`src/rtl/slow_clock_monitor.sv`:
```
// ---------------------------------------------------------------------------
// slow_clock_monitor
//
// Watches a slow, asynchronous clock (SLOW_IN) from the fast system clock
// CLK_IN. It produces one-cycle pulses for each rising and falling edge of
// SLOW_IN. It measures the slow period in CLK_IN cycles. It reports LOCKED
// once consecutive periods agree within TOL. It reports LOST when no rising
// edge arrives within TIMEOUT cycles.
//
// Parameters
//   TIMEOUT      CLK_IN cycles without a rising SLOW_IN edge before LOST
//                (legal range 2 .. 2^28-1)
//   TOL          largest difference between consecutive periods that still
//                counts as agreement for lock
//
// Ports
//   CLK_IN       fast system clock, all logic on its rising edge
//   RST_N        asynchronous active-low reset
//   SLOW_IN      slow clock, asynchronous to CLK_IN
//   TICK         one-cycle pulse per SLOW_IN rising edge
//   FALL_TICK    one-cycle pulse per SLOW_IN falling edge
//   PERIOD       CLK_IN cycles between the last two rising-edge detections
//   PERIOD_VALID PERIOD holds a valid measurement
//   LOCKED       consecutive periods agree within TOL
//   LOST         no rising edge within TIMEOUT cycles
// ---------------------------------------------------------------------------
module slow_clock_monitor #(
    parameter logic [27:0] TIMEOUT = 28'd62500000,
    parameter logic [27:0] TOL     = 28'd2
) (
    input  logic        CLK_IN,
    input  logic        RST_N,
    input  logic        SLOW_IN,
    output logic        TICK,
    output logic        FALL_TICK,
    output logic [27:0] PERIOD,
    output logic        PERIOD_VALID,
    output logic        LOCKED,
    output logic        LOST
);

    localparam int CNT_W = 28;

    typedef enum logic [1:0] {
        ST_IDLE    = 2'd0,
        ST_MEASURE = 2'd1,
        ST_LOCKED  = 2'd2,
        ST_LOST    = 2'd3
    } state_t;

    // Unsigned distance between two counts. Subtracting the smaller from
    // the larger keeps the result inside 28 bits with no wrap.
    function automatic logic [CNT_W-1:0] abs_diff(input logic [CNT_W-1:0] a,
                                                  input logic [CNT_W-1:0] b);
        return (a >= b) ? (a - b) : (b - a);
    endfunction

    // Saturating increment, so the counter can never wrap.
    function automatic logic [CNT_W-1:0] sat_inc(input logic [CNT_W-1:0] v);
        return (&v) ? v : (v + CNT_W'(1));
    endfunction

    // Synchronizer, edge history and edge pulses
    logic             s1;
    logic             s2;
    logic             s3;
    logic [1:0]       prime;
    logic             armed;
    logic             rise;
    logic             fall;

    // Measurement state
    state_t           state;
    state_t           state_nxt;
    logic [CNT_W-1:0] cnt;
    logic [CNT_W-1:0] cnt_nxt;
    logic [CNT_W-1:0] cnt_inc;
    logic [CNT_W-1:0] period_nxt;
    logic             period_valid_nxt;
    logic             in_tol;
    logic             timeout_hit;

    // ---- stage: synchronizer s1 -> s2, history s3 ----
    // The detector is armed only after the synchronizer has seen SLOW_IN
    // low. Until then, the zeros loaded by reset do not reflect a real
    // level. This stops a SLOW_IN that is already high at reset release
    // from producing a false rising edge.
    // prime records that s2 holds a real sample. s2 does so from the
    // second clock edge after reset onwards.
    always_ff @(posedge CLK_IN or negedge RST_N) begin
        if (!RST_N) begin
            s1    <= 1'b0;
            s2    <= 1'b0;
            s3    <= 1'b0;
            prime <= 2'b00;
            armed <= 1'b0;
        end else begin
            s1    <= SLOW_IN;
            s2    <= s1;
            s3    <= s2;
            prime <= {prime[0], 1'b1};
            armed <= armed | (prime[1] & ~s2);
        end
    end

    assign rise = s2 & ~s3 & armed;
    assign fall = ~s2 & s3;

    // ---- stage: registered edge pulses ----
    always_ff @(posedge CLK_IN or negedge RST_N) begin
        if (!RST_N) begin
            TICK      <= 1'b0;
            FALL_TICK <= 1'b0;
        end else begin
            TICK      <= rise;
            FALL_TICK <= fall;
        end
    end

    // The new period is CNT+1. CNT never exceeds TIMEOUT-1 while
    // measuring, so the sum always fits in 28 bits.
    assign cnt_inc     = sat_inc(cnt);
    assign in_tol      = (abs_diff(cnt_inc, PERIOD) <= TOL);
    assign timeout_hit = (cnt == (TIMEOUT - CNT_W'(1)));

    // Next-state, counter and period decode. A rise always takes
    // priority over the timeout, so a rise that lands in the last counted
    // cycle is measured normally.
    always_comb begin
        state_nxt        = state;
        cnt_nxt          = cnt;
        period_nxt       = PERIOD;
        period_valid_nxt = PERIOD_VALID;

        case (state)
            ST_IDLE: begin
                cnt_nxt = '0;
                if (rise) begin
                    state_nxt = ST_MEASURE;
                end
            end

            ST_MEASURE: begin
                cnt_nxt = cnt_inc;
                if (rise) begin
                    cnt_nxt          = '0;
                    period_nxt       = cnt_inc;
                    period_valid_nxt = 1'b1;
                    if (PERIOD_VALID && in_tol) begin
                        state_nxt = ST_LOCKED;
                    end
                end else if (timeout_hit) begin
                    state_nxt        = ST_LOST;
                    period_nxt       = '0;
                    period_valid_nxt = 1'b0;
                end
            end

            ST_LOCKED: begin
                cnt_nxt = cnt_inc;
                if (rise) begin
                    cnt_nxt          = '0;
                    period_nxt       = cnt_inc;
                    period_valid_nxt = 1'b1;
                    if (!in_tol) begin
                        state_nxt = ST_MEASURE;
                    end
                end else if (timeout_hit) begin
                    state_nxt        = ST_LOST;
                    period_nxt       = '0;
                    period_valid_nxt = 1'b0;
                end
            end

            ST_LOST: begin
                // The first edge after a loss only restarts the count. No
                // period is latched, because the gap before it is not a
                // real period.
                if (rise) begin
                    cnt_nxt   = '0;
                    state_nxt = ST_MEASURE;
                end
            end

            default: begin
                state_nxt = ST_IDLE;
                cnt_nxt   = '0;
            end
        endcase
    end

    // ---- stage: state, counter and measurement registers ----
    always_ff @(posedge CLK_IN or negedge RST_N) begin
        if (!RST_N) begin
            state        <= ST_IDLE;
            cnt          <= '0;
            PERIOD       <= '0;
            PERIOD_VALID <= 1'b0;
        end else begin
            state        <= state_nxt;
            cnt          <= cnt_nxt;
            PERIOD       <= period_nxt;
            PERIOD_VALID <= period_valid_nxt;
        end
    end

    assign LOCKED = (state == ST_LOCKED);
    assign LOST   = (state == ST_LOST);

endmodule

```
`config.mk`:
```
export PLATFORM = sky130hd
export DESIGN_NAME = slow_clock_monitor
export DESIGN_NICKNAME = d
export VERILOG_FILES = /design/src/rtl/slow_clock_monitor.sv
export SDC_FILE = /design/constraint.sdc
export NUM_CORES = 1
export LEC_CHECK = 0
export BUFFER_PORTS_ARGS = -buffer_cell sky130_fd_sc_hd__buf_2
export CORE_ASPECT_RATIO = 0.6
export CORE_MARGIN = 5
export CORE_UTILIZATION = 55
export CTS_CLUSTER_DIAMETER = 150
export CTS_CLUSTER_SIZE = 10
export DETAILED_ROUTE_END_ITERATION = 16
export PLACE_DENSITY = 0.73
export SYNTH_ARGS = -nofsm -noshare
export SYNTH_HDL_FRONTEND = slang
export SYNTH_SLANG_ARGS = --single-unit
```
`constraint.sdc`:
```
create_clock -name CLK_IN -period 19 [get_ports CLK_IN]
set_clock_uncertainty 0.1 [all_clocks]
set_input_delay 5.7 -clock CLK_IN [delete_from_list [all_inputs] [get_ports CLK_IN]]
set_output_delay 5.7 -clock CLK_IN [all_outputs]
set_load 0.005 [all_outputs]
```
* Yosys cells after proc, flatten, opt, wreduce, memory -nomap -nowiden *
Cells that the tools add are included.

word-level totals
  bits in registers = 67
  latch bits = 0
  RAM bits = 0
  bits in read-only memories = 0
  input port bits = 3
  output and inout bits = 33
  logic and storage cells = 55
  memories kept = 0

operators by class
  $add $sub $neg = 3
  multiply operators = 0
  divide/modulo/power cells = 0
  $lt $le $gt $ge = 2
  equal/unequal tests = 8
  shift operators = 0
  multiplexer cells = 16
  bitwise operators = 7
  reduce and logical (&&, ||, !) cells = 8

operators with widths
  operator               count
  $mux 28                6
  $pmux 28 s3            1
  $sub 28x28->28         2
  $add 28x1->28 const B  1
  $eq 28x26->1 const B   1
  $ge 28x28->1           1
  $le 28x2->1 const B    1
  $reduce_and 28->1      1
  $mux 2                 6
  $ne 3x3->1 const B     2
  $pmux 2 s3             1
  $and 1x1->1            4
  $eq 2x2->1 const B     2
  $ne 2x1->1 const B     2
  $reduce_or 2->1        2
  $reduce_and 3->1       1
  $eq 2x1->1 const B     1
  $logic_not 2->1        1
  $mux 1                 2
  $not 1->1              2
  $reduce_and 2->1       1
  $reduce_bool 2->1      1
  $logic_and 1x1->1      1
  $or 1x1->1             1

* Depth between registers and ports, before layout *
  depth after elaboration = 9
  gate-level depth with buffers = 26
  depth with buffers taken out = 23

* Worst setup path before layout *
No wires, ideal clock.

  path kind = reg2out
  from = reg state[0]
  to = out LOCKED
  data arrival time = 0.696 ns
  required time = 13.200 ns
  setup slack = 12.504 ns
  cell stages (with the launch flop) = 3
  path buffers = 0
  path through = dfrtp_1 > inv_1 > ha_1

between the ends
  word-level cells in the longest chain between the ends = 1

RTL lines
  what                    RTL line  RTL
  start, declared         73        state_t state;
  start signal, assigned  200       state <= state_nxt;
  $eq 2x2->1              207       assign LOCKED = (state == ST_LOCKED);
  end, declared           38        output logic LOCKED,

Every way passes these cells.

* Final worst setup path *
Ends and elaborated chain as after synthesis.

==> results.md <==
* Total GRT Usage at about 28%
* Final Net Count at between 900 and 1000
* Post-Synth Simple-Gate Area at a little over a fifth
* Compound-Gate Fraction of Synth Area at 26.3%
* Largest family of logic cells by synthesized area: compound AO/OA/AOI/OAI gates
* Vias in the first global route at 5973
* CP max FO at 5
* Fin crit period at roughly 7 ns
* Port bufs at 35
* CP Data Required Time at between 10 and 15 ns
* Die Height at ~96 µm
* Worst Path Arrival at 1.29 ns
* Biggest area consumer among synthesized cells: dfrtp_1
* Initial drt markers at ~900
* Kind of critical path: reg -> out
* Seq/Total Area, Yosys at between 20% and 30%
* Synthesized instance count at 888
* Slew @ Worst Pin at 1.15 ns
* Layout cells sized above 1 at 8.03%
* N_diodes at 0
* Die Wd at about 150 µm
* # fillers at 1121
* Clk sinks at 67
* Hold Vio Cnt, Final at 0
* Setup Viol. Count Final at 0
* Leak pwr at ~3.6 nW
* Number of synthesized flops with an enable pin at 0
* Adder-cell share of the synthesized area at 11.7%
* Post-route cell area at between 7000 and 8000 µm²
* Initial Util at around 56%
* VDD IR max at 0.0727 mV
* Worst-skew pair later-pin latency at roughly 0.33 ns
* Core area at 12100 µm²
* Post-synth ARST share at 100%
* CTS H-Tree Depth at 3
* Slew HR at between 20% and 30%
* CTS tree: yes
* Root buf cell: clkbuf_16
* Tcrit/Tclk final at a little under two fifths
* Most frequent cells in the layout: nand2_1 (119), o21ai_0 (99), inv_1 (76)
* PD cells at between 100 and 150 nW/µm²
* Yosys reg bits at 67
* Worst min-delay path class: reg -> reg
* XOR/XNOR Fraction of Synth Area at between 6 and 7%
* Clk buf depth at 2
* FMAX at 141 MHz
* DRC errors left at 0
* Synth area leaders: dfrtp_1 (25%), ha_1 (11%), o21ai_0 (7.3%)
* Pins Over Slew Limit at 0
* Post-Synthesis Cell Area at between 6000 and 7000 µm²
* Main synth FF type: dfrtp_1
* Placed instance area at approximately 6900 µm²
* Clock slew at reported path FFs at approximately 0.050 ns
* Row cnt at 31
* Status: finished, final reports clean
* Non-Filler Instances at 1062
* Post-CTS Setup Bufs at 0
* Grt ovf at 0
* Yosys warnings at 0
* First-pass GRT wire length at roughly 33 mm
* Mux contribution to synthesized area at 1.20%
* GPL Wtd Cong at 1.00
* Worst setup EP type: primary output
* Commonest non-fill, non-tap cell in the layout: nand2_1
* RSZ-0062 raised after global routing: no
* Avg Cell Area, Syn at between 7 and 8 µm²
* Die area at ~15000 µm²
* DRT Pass-1 Iters at 5
* Vias at around 6700
* Vias per cell at roughly 6.4
* Avg WL per Cell at between 15 and 20 µm
* Total negative setup slack at 0 ns
* Sequential cell area at about 1700 µm²
* Hold buffer count at cts at 0
* Max-cap violations at 0
* Largest net degree at the start of global routing at a little under 70
* Reg2reg setup slack at ~12 ns
* Area Overhead vs Synth at 6.91%
* DP HPWL at roughly 16 mm
* Mapped Nets at 953
* Min Hold Slack at roughly 0.25 ns
* Multi-input logic area at between 4000 and 5000 µm²
* Post-synthesis cell type count at 77
* CTS buffer count at 9
* DRT Wirelength at ~20 mm
* Post-cts gate resize count at 0
* Dpl cells at around 1000
* Final ANT Viol Nets at 0
* Top cell type's share of synthesized area at between 20 and 25%
* Critical Path Start Type: flop
* Io pins at 36
* Antenna violations before repair at 0
==> flip-flops by register name, indices dropped and copies added, names as in the netlist <==
signal and cells:
s2 1, s3 1, cnt 28, state 2, armed 1, FALL_TICK 1
s1 1, prime 2, PERIOD 28, TICK 1, PERIOD_VALID 1
==> worst paths after layout <==
kind / startpoint / endpoint / depth (start not counted)
max: state[0]$_DFFE_PN0P_ / LOCKED / 3
min: s1$_DFF_PN0_ / s2$_DFF_PN0_ / 0
max reg2reg: cnt[10]$_DFFE_PN0P_ / state[1]$_DFFE_PN0P_ / 23
min reg2reg: s1$_DFF_PN0_ / s2$_DFF_PN0_ / 0
max in group asynchronous: RST_N / PERIOD[25]$_DFFE_PN0P_ / 2
min in group asynchronous: RST_N / PERIOD[19]$_DFFE_PN0P_ / 2
==> synthesized netlist by cell type, drive strengths merged, types with 15 or more instances <==
cell type	instances
o21ai	101
dfrtp	67
inv	76
nand4	24
nand3	23
a21o	21
xor2	21
clkbuf	33
a21oi	69
xnor2	27
nand2	119
nor2	53
nor3	15
ha	60
==> kinds of logic after synthesis <==
kind of cell / Yosys count
multiplexers: 8
XOR/XNOR: 48
other: 1
adder cells (fa/ha/maj): 62
AO/OA/AOI/OAI: 282
buffers and inverters: 120
AND/OR/NAND/NOR: 300
flip-flops: 67
==> layout make-up <==
class / instances / share of cell area (%)
clock inverters: 5 / 1.38
inverters: 76 / 3.94
clock buffers: 11 / 3.35
well taps: 165 / 2.85
multi-input cells: 701 / 62.7
repair buffers: 37 / 2.63
flip-flops and latches: 67 / 23.2
==> worst max-delay path, stage by stage, from the launching register on <==
cell and delay, ns:
dfrtp_1 0.42, inv_1 0.13, ha_1 0.27, buf_2 0.16
==> where the power goes <==
group          internal (W)  leakage (nW)  switching, W  total, W
registers          0.000152         0.907     0.0000123  0.000165
clock network      0.000131         0.169     0.0000597  0.000191
logic              0.000272          2.48      0.000385  0.000656
==> stage by stage <==
stage                     setup WS, ns  util [%]  total power, W
after floorplan                  12.50         -        0.000659
after global routing             11.42      60.0         0.00108
after CTS                        11.92      60.0        0.000991
after detailed placement         12.13      57.1        0.000797
final                            11.91      60.0         0.00101
after global placement           12.32      57.1        0.000801
==> metal layers <==
metal | global-route usage (%) | wire length [µm] | vias up
met5 | 0 | 0 | -
met4 | 5.11 | 189 | 0
met3 | 7.55 | 2370 | 20
met2 | 37.6 | 7850 | 371
met1 | 42.9 | 9950 | 3193
li1 | - | - | 3164
Note: power is estimated with default switching activity, not from simulation.
